**config.mk**
```make
export PLATFORM = sky130hd
export DESIGN_NAME = pon_burst_tx_gen_flat
export DESIGN_NICKNAME = d
export VERILOG_FILES = /design/src/rtl/pon_burst_tx_gen_if.sv /design/src/rtl/pon_burst_tx_gen.sv /design/src/flat_wrapper.sv
export SDC_FILE = /design/constraint.sdc
export NUM_CORES = 1
export LEC_CHECK = 0
export ABC_AREA = 0
export CAP_MARGIN = 30
export CORE_ASPECT_RATIO = 1.2
export CORE_MARGIN = 2
export CORE_UTILIZATION = 55
export DETAILED_ROUTE_END_ITERATION = 8
export DONT_BUFFER_PORTS = 1
export HOLD_SLACK_MARGIN = 0.06
export PLACE_DENSITY_LB_ADDON = 0.15
export SLEW_MARGIN = 20
export SYNTH_ARGS = -nofsm -noshare
export SYNTH_HDL_FRONTEND = slang
export SYNTH_SLANG_ARGS = --single-unit
export TNS_END_PERCENT = 50
```
**constraint.sdc**
```tcl
create_clock -name hb0_gtwiz_userclk_tx_usrclk2_int -period 8.4 [get_ports hb0_gtwiz_userclk_tx_usrclk2_int]
set_input_delay 1.26 -clock hb0_gtwiz_userclk_tx_usrclk2_int [delete_from_list [all_inputs] [get_ports hb0_gtwiz_userclk_tx_usrclk2_int]]
set_output_delay 1.26 -clock hb0_gtwiz_userclk_tx_usrclk2_int [all_outputs]
set_load 0.1 [all_outputs]
```
**src/rtl/pon_burst_tx_gen_if.sv**
```systemverilog
// Payload stream between the payload source and the burst framer.
//   s_data  : payload word
//   s_valid : payload word valid
//   s_ready : word accepted when s_valid && s_ready
// master = payload source, slave = framer.
interface pon_burst_tx_gen_if #(
  parameter int unsigned DATA_W = 32
);
  logic [DATA_W-1:0] s_data;
  logic              s_valid;
  logic              s_ready;

  modport master (output s_data, output s_valid, input s_ready);
  modport slave  (input s_data, input s_valid, output s_ready);
endinterface

```
**src/rtl/pon_burst_tx_gen.sv**
```systemverilog
// Upstream burst-mode TX framer for the PON TX datapath (TX user clock domain).
// Cuts a continuous payload stream into periodic bursts of preamble words, an optional
// delimiter and payload slots. Between bursts the laser enable is low and the idle word is
// sent. With b2bcontrol=0 the block passes the payload straight through.
// Optional feature: define BURST_DELIM_EN to insert one DELIM_WORD between preamble and payload.
// Ports:
//   hb0_gtwiz_userclk_tx_usrclk2_int : clock
//   hb0_gtwiz_reset_tx_done_int      : asynchronous active-low reset
//   preamble/burst_length/burst_period_vio_int : run-time lengths, captured at each burst start
//   b2bcontrol   : 1 = burst mode, 0 = continuous pass-through
//   s_axis       : payload stream (slave side)
//   tx_data      : word to the GT
//   tx_burst_en  : laser/burst enable
//   burst_start  : pulse aligned to the first word of a burst on tx_data
//   underrun_cnt : payload slots filled with IDLE_WORD (saturating)
//   overrun      : sticky, a burst outlasted its period
module pon_burst_tx_gen #(
  parameter int unsigned       DATA_W        = 32,
  parameter logic [DATA_W-1:0] PREAMBLE_WORD = 32'hAAAAAAAA,
  parameter logic [DATA_W-1:0] DELIM_WORD    = 32'hB5983A1F,
  parameter logic [DATA_W-1:0] IDLE_WORD     = 32'h00000000,
  parameter int unsigned       CNT_W         = 32
) (
  input  logic                 hb0_gtwiz_userclk_tx_usrclk2_int,
  input  logic                 hb0_gtwiz_reset_tx_done_int,
  input  logic [31:0]          preamble_length_vio_int,
  input  logic [31:0]          burst_length_vio_int,
  input  logic [31:0]          burst_period_vio_int,
  input  logic                 b2bcontrol,
  pon_burst_tx_gen_if.slave    s_axis,
  output logic [DATA_W-1:0]    tx_data,
  output logic                 tx_burst_en,
  output logic                 burst_start,
  output logic [CNT_W-1:0]     underrun_cnt,
  output logic                 overrun
);

  typedef enum logic [2:0] {
    StIdle, StPreamble, StPayload, StGap, StCont
`ifdef BURST_DELIM_EN
    , StDelim
`endif
  } state_e;

  state_e state_q, state_d;
  logic [CNT_W-1:0]  cnt_q, cnt_d, idx_q, idx_d;
  logic [CNT_W-1:0]  pl_q, pl_d, bl_q, bl_d, bp_q, bp_d;
  logic              pend_q, pend_d, first_q, first_d;
  logic [DATA_W-1:0] tx_data_q, tx_data_d;
  logic              tx_en_q, tx_en_d, bs_q, s_ready_q, s_ready_d, ovr_q, ovr_d;
  logic [CNT_W-1:0]  urun_q, urun_d;

`ifndef BURST_DELIM_EN
  logic unused_delim;
  assign unused_delim = ^DELIM_WORD;
`endif

  function automatic logic is_burst(state_e s);
    return !(s inside {StIdle, StGap, StCont});
  endfunction

  always_comb begin
    state_d   = state_q;
    idx_d     = idx_q;
    pl_d      = pl_q;
    bl_d      = bl_q;
    bp_d      = bp_q;
    pend_d    = pend_q;
    first_d   = 1'b0;
    tx_data_d = IDLE_WORD;
    tx_en_d   = 1'b0;
    urun_d    = urun_q;
    ovr_d     = ovr_q;
    // Period counter free-runs modulo the captured period.
    if ((bp_q == '0) || (cnt_q == bp_q - CNT_W'(1))) cnt_d = '0;
    else                                            cnt_d = cnt_q + CNT_W'(1);

    unique case (state_q)
      StIdle, StGap: begin
        if (!b2bcontrol) begin
          state_d = StCont;
          pend_d  = 1'b0;
        end else if (burst_period_vio_int == '0) begin
          state_d = StIdle;
        end else if ((cnt_q == '0) || pend_q) begin
          // Burst start: this slot counts as period position 0.
          pl_d   = CNT_W'(preamble_length_vio_int);
          bl_d   = CNT_W'(burst_length_vio_int);
          bp_d   = CNT_W'(burst_period_vio_int);
          pend_d = 1'b0;
          idx_d  = '0;
          cnt_d  = (burst_period_vio_int == 32'd1) ? '0 : CNT_W'(1);
          if (preamble_length_vio_int != '0) begin
            state_d = StPreamble;
            first_d = 1'b1;
          end
`ifdef BURST_DELIM_EN
          else begin
            state_d = StDelim;
            first_d = 1'b1;
          end
`else
          else if (burst_length_vio_int != '0) begin
            state_d = StPayload;
            first_d = 1'b1;
          end
`endif
        end
      end
      StPreamble: begin
        tx_data_d = PREAMBLE_WORD;
        tx_en_d   = 1'b1;
        if (idx_q == pl_q - CNT_W'(1)) begin
          idx_d = '0;
`ifdef BURST_DELIM_EN
          state_d = StDelim;
`else
          state_d = (bl_q != '0) ? StPayload : StGap;
`endif
        end else begin
          idx_d = idx_q + CNT_W'(1);
        end
      end
`ifdef BURST_DELIM_EN
      StDelim: begin
        tx_data_d = DELIM_WORD;
        tx_en_d   = 1'b1;
        state_d   = (bl_q != '0) ? StPayload : StGap;
      end
`endif
      StPayload: begin
        tx_en_d = 1'b1;
        if (s_axis.s_valid) begin
          tx_data_d = s_axis.s_data;
        end else if (urun_q != '1) begin
          urun_d = urun_q + CNT_W'(1);
        end
        if (idx_q == bl_q - CNT_W'(1)) begin
          idx_d   = '0;
          state_d = StGap;
        end else begin
          idx_d = idx_q + CNT_W'(1);
        end
      end
      StCont: begin
        tx_en_d = 1'b1;
        if (s_axis.s_valid) tx_data_d = s_axis.s_data;
        if (b2bcontrol) state_d = StIdle;
      end
      default: state_d = StIdle;
    endcase

    // Wrap while the burst carries on: the next burst is started as soon as this one ends.
    if (is_burst(state_q) && is_burst(state_d) && (bp_q != '0) &&
        (cnt_q == bp_q - CNT_W'(1))) begin
      ovr_d  = 1'b1;
      pend_d = 1'b1;
    end
    if ((state_d == StIdle) || (state_d == StCont)) cnt_d = '0;
    s_ready_d = (state_d == StPayload) || (state_d == StCont);
  end

  always_ff @(posedge hb0_gtwiz_userclk_tx_usrclk2_int or negedge hb0_gtwiz_reset_tx_done_int) begin
    if (!hb0_gtwiz_reset_tx_done_int) begin
      state_q   <= StIdle;
      cnt_q     <= '0;
      idx_q     <= '0;
      pl_q      <= '0;
      bl_q      <= '0;
      bp_q      <= '0;
      pend_q    <= 1'b0;
      first_q   <= 1'b0;
      tx_data_q <= IDLE_WORD;
      tx_en_q   <= 1'b0;
      bs_q      <= 1'b0;
      s_ready_q <= 1'b0;
      urun_q    <= '0;
      ovr_q     <= 1'b0;
    end else begin
      state_q   <= state_d;
      cnt_q     <= cnt_d;
      idx_q     <= idx_d;
      pl_q      <= pl_d;
      bl_q      <= bl_d;
      bp_q      <= bp_d;
      pend_q    <= pend_d;
      first_q   <= first_d;
      tx_data_q <= tx_data_d;
      tx_en_q   <= tx_en_d;
      bs_q      <= first_q;
      s_ready_q <= s_ready_d;
      urun_q    <= urun_d;
      ovr_q     <= ovr_d;
    end
  end

  assign s_axis.s_ready = s_ready_q;
  assign tx_data        = tx_data_q;
  assign tx_burst_en    = tx_en_q;
  assign burst_start    = bs_q;
  assign underrun_cnt   = urun_q;
  assign overrun        = ovr_q;

endmodule

```
**src/flat_wrapper.sv**
```systemverilog
// flat-port wrapper written by rule: the top's interface ports become plain ports
module pon_burst_tx_gen_flat 
#(
  parameter int unsigned       DATA_W        = 32,
  parameter logic [DATA_W-1:0] PREAMBLE_WORD = 32'hAAAAAAAA,
  parameter logic [DATA_W-1:0] DELIM_WORD    = 32'hB5983A1F,
  parameter logic [DATA_W-1:0] IDLE_WORD     = 32'h00000000,
  parameter int unsigned       CNT_W         = 32
)
  (hb0_gtwiz_userclk_tx_usrclk2_int, hb0_gtwiz_reset_tx_done_int, preamble_length_vio_int, burst_length_vio_int, burst_period_vio_int, b2bcontrol, tx_data, tx_burst_en, burst_start, underrun_cnt, overrun, s_axis_s_data, s_axis_s_valid, s_axis_s_ready);
  pon_burst_tx_gen_if #(.DATA_W(DATA_W)) s_axis_i ();
  input  logic hb0_gtwiz_userclk_tx_usrclk2_int;
  input  logic hb0_gtwiz_reset_tx_done_int;
  input  logic [31:0] preamble_length_vio_int;
  input  logic [31:0] burst_length_vio_int;
  input  logic [31:0] burst_period_vio_int;
  input  logic b2bcontrol;
  output logic [DATA_W-1:0] tx_data;
  output logic tx_burst_en;
  output logic burst_start;
  output logic [CNT_W-1:0] underrun_cnt;
  output logic overrun;
  input wire logic [$bits(s_axis_i.s_data)-1:0] s_axis_s_data;
  input wire logic [$bits(s_axis_i.s_valid)-1:0] s_axis_s_valid;
  output wire logic [$bits(s_axis_i.s_ready)-1:0] s_axis_s_ready;
  assign s_axis_i.s_data = s_axis_s_data;
  assign s_axis_i.s_valid = s_axis_s_valid;
  assign s_axis_s_ready = s_axis_i.s_ready;
  pon_burst_tx_gen #(.DATA_W(DATA_W), .PREAMBLE_WORD(PREAMBLE_WORD), .DELIM_WORD(DELIM_WORD), .IDLE_WORD(IDLE_WORD), .CNT_W(CNT_W)) u_core (.hb0_gtwiz_userclk_tx_usrclk2_int(hb0_gtwiz_userclk_tx_usrclk2_int), .hb0_gtwiz_reset_tx_done_int(hb0_gtwiz_reset_tx_done_int), .preamble_length_vio_int(preamble_length_vio_int), .burst_length_vio_int(burst_length_vio_int), .burst_period_vio_int(burst_period_vio_int), .b2bcontrol(b2bcontrol), .s_axis(s_axis_i), .tx_data(tx_data), .tx_burst_en(tx_burst_en), .burst_start(burst_start), .underrun_cnt(underrun_cnt), .overrun(overrun));
endmodule
```
== After elaboration in Yosys (flattened, before gate mapping) ==
Cells that the tools add are included.

* Equality and inequality tests: 17
* Multiplexer cells: 37
* Reductions and logical operators: 29
* Add/subtract/negate cells: 6
* Bitwise logic cells: 2

{| class="wikitable"
|+ Operators by type and width
! operator !! count
|-
| $mux W32 || 12
|-
| $reduce_bool A32 Y1 || 4
|-
| $add A32 B1 Y32 const B || 3
|-
| $eq A32 B32 Y1 || 3
|-
| $logic_not A32 Y1 || 3
|-
| $pmux W32 S3 || 1
|-
| $sub A32 B1 Y32 const B || 3
|-
| $pmux W32 S2 || 1
|-
| $eq A32 B1 Y1 const B || 1
|-
| $ne A32 B32 Y1 const B || 1
|-
| $mux W3 || 8
|-
| $mux W1 || 14
|-
| $eq A3 B2 Y1 const B || 4
|-
| $pmux W3 S4 || 1
|-
| $reduce_bool A3 Y1 || 3
|-
| $reduce_and A4 Y1 || 2
|-
| $eq A3 B3 Y1 const B || 2
|-
| $logic_not A3 Y1 || 2
|-
| $reduce_and A3 Y1 || 2
|-
| $logic_or A1 B1 Y1 || 4
|-
| $ne A2 B2 Y1 const B || 2
|-
| $reduce_or A2 Y1 || 2
|-
| $eq A3 B1 Y1 const B || 1
|-
| $logic_and A1 B1 Y1 || 3
|-
| other kinds (7) || 9
|}

* Register bits after elaboration: 233
* Word-level logic and storage cells: 105
* Input port bits: 132

== Longest topological paths before layout ==
* Depth after elaboration: 15
* Gate-level depth with buffers: 13
* Mapped depth without buffers: 12

== Worst setup path after synthesis ==
OpenSTA, ideal clock, no wires.

* Path kind: register to register
* Start: register u_core.bp_q[21]
* End: register u_core.ovr_q (netlist: u_core.overrun)
* Slack: 4.910 ns
* Library setup time: 0.068 ns
* Buffers on the path: 0
* Arrival: 3.422 ns
* Stages on the path, launching flop included: 11
* Cell sequence: dfrtp_1 or4_4 or4_4 or4_1 xnor2_1 o41ai_1 and2_1 and4_1 or3b_1 mux2_2 nand2_1

* Longest elaborated chain between the ends: 3
* Elaborated cells between the ends (all ways): 5
* Classes of those cells: add/sub (1); eq/ne (1); reduce/logical (3)

{| class="wikitable"
|+ Ends and longest elaborated chain
! item !! RTL line !! source
|-
| start, declared || pon_burst_tx_gen.sv:47 || <nowiki>logic [CNT_W-1:0] pl_q, pl_d, bl_q, bl_d, bp_q, bp_d;</nowiki>
|-
| start signal, assigned || pon_burst_tx_gen.sv:185 || <nowiki>bp_q <= bp_d;</nowiki>
|-
| $sub A32 B1 Y32 or $reduce_bool A32 Y1 (tied branches) || pon_burst_tx_gen.sv:155, pon_burst_tx_gen.sv:154 ||
|-
| $eq A32 B32 Y1 or $logic_and A1 B1 Y1 (tied branches) || pon_burst_tx_gen.sv:155, pon_burst_tx_gen.sv:154 ||
|-
| $logic_and A1 B1 Y1 (*) || pon_burst_tx_gen.sv:154 || <nowiki>if (is_burst(state_q) && is_burst(state_d) && (bp_q != '0) &&</nowiki>
|-
| end signal, assigned || pon_burst_tx_gen.sv:193 || <nowiki>ovr_q <= ovr_d;</nowiki>
|-
| end, declared || pon_burst_tx_gen.sv:50 || <nowiki>logic tx_en_q, tx_en_d, bs_q, s_ready_q, s_ready_d, ovr_q, ovr_d;</nowiki>
|}

Mark *: on every way between the ends. The rest lies on a longest branch, timed or not.
A chain may end at the register's enable or synchronous reset.

== Final worst setup path ==
* Start: register u_core.pl_q[0]
* End: register u_core.idx_q[27]

* Longest elaborated chain between the ends: 4

{| class="wikitable"
|+ Ends and longest elaborated chain
! item !! RTL line !! source
|-
| start, declared || pon_burst_tx_gen.sv:47 ||
|-
| start signal, assigned || pon_burst_tx_gen.sv:183 || <nowiki>pl_q <= pl_d;</nowiki>
|-
| $sub A32 B1 Y32 || pon_burst_tx_gen.sv:113 || <nowiki>if (idx_q == pl_q - CNT_W'(1)) begin</nowiki>
|-
| $eq A32 B32 Y1 || pon_burst_tx_gen.sv:113 ||
|-
| $mux W32 || pon_burst_tx_gen.sv:113 ||
|-
| $pmux W32 S3 || pon_burst_tx_gen.sv:78 || <nowiki>unique case (state_q)</nowiki>
|-
| end signal, assigned || pon_burst_tx_gen.sv:182 || <nowiki>idx_q <= idx_d;</nowiki>
|-
| end, declared || pon_burst_tx_gen.sv:46 || <nowiki>logic [CNT_W-1:0] cnt_q, cnt_d, idx_q, idx_d;</nowiki>
|}

No other way between the ends.

==> results.md <==
- Status: finished clean
- Core area: roughly 25000 um^2
- EDFF count, synth: 0
- Die height: approximately 180 um
- Slew Limit Fails: 0
- Row Count: 63
- Post-DP HPWL: roughly 25 mm
- Vias in the first global route: between 10000 and 15000
- Die area: 26000 um^2
- Fraction of registers with async set/reset: 1.00
- Clk slew on worst S/H paths: 0.07 ns
- Power Density: 350 nW/um^2
- Via count: 10664
- Die X: 148 um
- # fillers: 2078
- CTS resizes: 0
- Relative slew slack: 0.320
- Largest net degree at the start of global routing: about 230
- First-pass GRT wire length: 55.4 mm
- First DRT Iteration DRCs: 864
- TNS Setup: 0 ns
- Synth area leader: dfrtp_1
- Leakage: 5.98 nW
- Worst-path fanout max: 22
- Gr usage total: 0.261
- Fin Clk Skew: around 0.013 ns
- CP required: ~9 ns
- Cells after synthesis: 1420
- Initial DRT Pass Iterations: 5
- Min Tclk post-route: 4.77 ns
- CP startpoint kind: register
- Crit path cell chain: inv_1 > ha_1 > nor4b_1 > nand4_1 > or2_2 > o21ai_0 > a31oi_1 > nor4_1 > a31oi_1 > o21ai_2 > and2b_1 > nor2_1
- DR DRC count: 0
- GP Congestion: between 0.9 and 1
- Mapped Area: 13600 um^2
- CTS Sinks: 233
- Multi-input gate area: 7420 um^2
- Peak supply drop: 0.210 mV
- Syn avg cell area: 9.58 um^2
- Fin nets: 1538
- Root Buffer: clkbuf_16
- Post-synth top area share: 0.429
- CP max stage cell: and2b_1
- Count of input and output buffers: 0
- Most used cell, CP: a31oi_1
- Post-synth top flop: dfrtp_1
- # diodes: 0
- Worst Tran Pin Value: 1.02 ns
- Gr ovfl total: 0
- Final Cycle Share: 0.568
- Crit path DAT: 5.15 ns
- Critical path capture point type: register
- Initial Util: 0.555
- CTS buffer count: 25
- Max Freq: 0.210 GHz
- Latest clock arrival within the worst-skew pair: 0.53 ns
- Post-synth net total: 1560
- Final Setup Violations: 0
- TritonCTS clock tree: built
- Distinct cells, synth: 80
- Yosys reg bits: roughly 230
- Top post-synthesis cells by area: dfrtp_1 43%, mux2_2 7.4%, xnor2_1 7.2%
- Sequential element share of the synthesized area: 0.429
- Crit Path Class: reg -> reg
- CTS Buffer Depth: 3
- Final Hold Fails: 0
- CP max stage delay: 0.72 ns
- # IOs: 200
- Synth Warn #: 0
- Post-CTS Hold Fix Bufs: 0
- DR WL/cell: 19.7 um
- Vias per cell: 6.13
- Drt total wl: roughly 34 mm
- Maxcap violations: 0
- FF+latch area: slightly below 6000 um^2
- Number of H-tree levels: 1
- HP Class: reg -> reg
- Initial antenna violation count: 0
- Unrepaired setup endpoints after global routing: false
- Setup Buffers After CTS: 0
- Post-detailed-route count of antenna-violating nets: 0
- Layout area overhead: 8.50%
- Final Util: 0.602
- Share of cells above drive strength 1: 0.126
## where the power goes
part	switching [mW]	internal, mW
combinational	0.940	0.819
clock	0.478	0.602
sequential	0.891	1.43
total	2.31	2.85
## per-stage QoR
stage               power, mW  hold WS [ns]  instances  worst slack, ns  area (um^2)
floorplan                3.63         0.331       1420             4.91        13600
global placement         4.01         0.341       1686             3.88        13800
detailed placement       4.06         0.340       1688             3.73        13800
CTS                      5.16         0.353       1733             3.71        14600
global route             5.48         0.365       1741             3.32        14800
finish                   5.16         0.350       1741             3.63        14800
## state kept, by name (all words and copies together) (netlist names), 3 cells and up
register and flops:
u_core.pl_q 32, u_core.bl_q 32, u_core.tx_data 32, u_core.bp_q 32
u_core.idx_q 32, u_core.cnt_q 32, u_core.state_q 3, u_core.underrun_cnt 32
## critical path, delay by kind of cell (launching register included)
family / cells / cell delay, ns
AOI/OAI and AO/OA: 4 / 1.08
buffers and inverters: 1 / 0.09
adders and majority gates: 1 / 0.22
and+or+nand+nor: 6 / 2.80
DFF: 1 / 0.42
## cell families after synthesis
kind of cell	Yosys count	share of synthesized area
compound gates	145	0.0755
xor+xnor	195	0.126
fa+ha+maj	8	0.00736
buf+inv	90	0.0267
flops	233	0.429
mux	99	0.0811
simple gates	650	0.255
## cell usage in the layout (no fill, tap or decap), types with 33 or more instances in the layout
master,Yosys,layout
o21ai_0,33,33
xor2_1,83,83
xnor2_1,112,112
mux2_2,90,90
nor4_1,61,61
nor3_1,46,46
dfrtp_1,233,233
nand4_1,37,37
nand3_1,58,58
nor2_1,142,142
nand2_1,124,124
## Yosys cell counts (10+ instances only)
cell      instances
nor4_1           61
nand4_1          37
clkbuf_1         51
o21ai_0          33
or4_1            21
nor2_1          142
and4_1           10
a31oi_1          11
or3_1            24
xor2_1           83
nand2_1         124
xnor2_1         112
nand3_1          58
or2_2            11
nand2b_1         13
a21oi_1          15
and2_1           19
dfrtp_1         233
mux2_2           90
and3_1           31
nor3_1           46
nand3b_1         10
inv_1            28
## per-layer routing
layer,part of all wire,GRT usage,vias up
met3,0.074,0.0519,44
met2,0.46,0.424,363
met1,0.44,0.364,5200
li1,-,-,5057
met4,0.019,0.0541,0
met5,0,0,-
## final timing paths
path                                                            end  slack (ns)                   startpoint  depth (start not counted)
min in group asynchronous       u_core.underrun_cnt[11]$_DFFE_PN0P_        0.43  hb0_gtwiz_reset_tx_done_int                          0
worst max register to register         u_core.idx_q[27]$_DFFE_PN0P_        3.63   u_core.pl_q[0]$_DFFE_PN0P_                         12
worst max-delay path                   u_core.idx_q[27]$_DFFE_PN0P_        3.63   u_core.pl_q[0]$_DFFE_PN0P_                         12
worst min-delay path                   u_core.burst_start$_DFF_PN0_        0.35     u_core.first_q$_DFF_PN0_                          0
worst min register to register         u_core.burst_start$_DFF_PN0_        0.35     u_core.first_q$_DFF_PN0_                          0
max in group asynchronous               u_core.pl_q[28]$_DFFE_PN0P_        7.28  hb0_gtwiz_reset_tx_done_int                          0
## cell type report
class                   instances  area share
clock inverters                18      0.0100
inverters                      28     0.00712
clock buffers                  27      0.0442
multi-input cells            1097       0.503
well taps                     325      0.0275
repair buffers                 13      0.0135
flip-flops and latches        233       0.395
Note: power is estimated with default switching activity, not from simulation.
==> RTL edit, RTL diff (same settings) <==
Build with the macro `BURST_DELIM_EN` defined.
--- a/src/rtl/pon_burst_tx_gen.sv
+++ b/src/rtl/pon_burst_tx_gen.sv
@@ -15,4 +15,6 @@
 //   underrun_cnt : payload slots filled with IDLE_WORD (saturating)
 //   overrun      : sticky, a burst outlasted its period
+`define BURST_DELIM_EN
+
 module pon_burst_tx_gen #(
   parameter int unsigned       DATA_W        = 32,
Check against the original RTL: not equivalent (Yosys sat finds a counterexample within 4 cycles, from zero or initial values and one cycle with hb0_gtwiz_reset_tx_done_int low).
==> RTL edit against the original RTL <==
  * Core utilization increased by 0.36 points
  * Worst setup slack improved by 0.72 ns
  * Area after synthesis increased by 0.46%
  * Fmax increased by 18%
  * Cell count decreased by 2.2%
  * Sequential cell count unchanged
  * Routed wire length decreased by 0.25%
  * Critical path depth decreased by 3
  * Clock power increased by 9%
  * Power increased by 3.3%
  * Cell area increased by 0.92%
  * Sequential power increased by 4%
  * Die area increased by 0.45%
  * Critical endpoint is now u_core.cnt_q[0]
  * Largest cell class unchanged
==> RTL edit: results (changes against the original RTL) <==
[timing]
whs_ns = 0.347  ; -0.00329 ns
finClkSkew_ns = 0.0221  ; +0.00906 ns

[placed_design]
place.gp.congestion = 0.955  ; about the same
dp_hpwl_um = 25600  ; +0.65%
placed_cells = 1648  ; -2.4%

[synth]
syn_inst = 1387  ; -2.3%
synth_common_cells = dfrtp_1 (233), xnor2_1 (124), nor2_1 (112)
synth.distinct_cells = 78  ; -2.5%
synth_adder_area_share = 0.00806  ; +0.000699
synth_nets = 1527  ; -2.1%
synth-compound-area-share = 0.0767  ; +0.00121
synth_xor_area_frac = 0.138  ; +0.0122

[drt]
drt-total-wl_um = 34200  ; -0.25%
vias = 10300  ; -3.5%

[outcome]
status = completed

[clocking]
cts_buffers = 26  ; +4.0%

[pwr]
p_leak_nw = 6.06  ; +1.3%
vdd_drop_max_v = 0.000213  ; +1.7%

[global_route]
gr-usage-met2 = 0.457  ; +0.0324
grt_usage = 0.261  ; about the same
grt_first_pass_wirelength_um = 54400  ; -1.7%
grt_use_met3 = 0.0384  ; -0.0135

[setup_path]
worst_r2r_path_depth = 9  ; -3
cp.arrival_ns = 4.44  ; -0.71 ns
crit_slowest_cell = o21ai_4
r2r_slack_ns = 4.35  ; +0.72 ns
critPathMaxStageDelay_ns = 0.68  ; -0.04 ns
timing.rr.end = u_core.cnt_q[0]
reg2reg_from = u_core.bp_q[6]
crit_fanout = 32  ; +45%

[cells_and_area]
drive_gt1_frac = 0.145  ; +0.0187
finalNonFillerCells = 1703  ; -2.2%
fillCellCount = 2118  ; +1.9%

RTL edit: worst max-delay path by stage:
| stage | startpoint | slack [ns] | endpoint | cells after the start |
|---|---|---|---|---|
| 2_1_floorplan | u_core.underrun_cnt[14] | 5.12 | u_core.underrun_cnt[25] | 9 |
| 3_3_place_gp | burst_period_vio_int[8] | 4.21 | u_core.cnt_q[0] | 8 |
| 3_5_place_dp | burst_period_vio_int[1] | 4.21 | u_core.bl_q[4] | 7 |
| 4_1_cts | u_core.bp_q[0] | 4.36 | u_core.cnt_q[0] | 11 |
| 5_1_grt | u_core.bl_q[0] | 4.03 | u_core.idx_q[21] | 12 |
| 6_report | u_core.bp_q[6] | 4.35 | u_core.cnt_q[0] | 9 |
RTL edit: cell families (layout without fill, tap and decap cells):
logic type	count (synthesis)	in the layout
adder cells (fa/ha/maj)	9	9
buffers and inverters	104	95
AND/OR/NAND/NOR	581	581
AO/OA/AOI/OAI	146	146
flip-flops	233	233
XOR/XNOR	215	215
multiplexers	99	99
RTL edit: stage by stage:
stage          total power, mW  cell area [µm²]
6_report                  5.33            14900
5_1_grt                   5.63            14900
4_1_cts                   5.32            14800
3_5_place_dp              4.13            13900
3_3_place_gp              4.07            13800
2_1_floorplan             3.73            13700
RTL edit: power breakdown:
group | internal [mW] | switching (mW)
clock | 0.717 | 0.459
combinational | 0.809 | 0.926
sequential | 1.44 | 0.981
RTL edit: area by class of cell:
cell class	instances	area (µm²)	area share
clock buffers	33	748	0.0502
clock inverters	12	141	0.00949
inverters	30	113	0.00756
multi-input cells	1050	7390	0.496
flip-flops and latches	233	5830	0.391
well taps	325	407	0.0273
repair buffers	20	263	0.0176
RTL edit: per-layer routing:
metal,vias to the layer above,share of wire
li1,4899,-
met1,5033,0.40
met2,265,0.51
met3,96,0.045
met4,0,0.046
met5,-,0
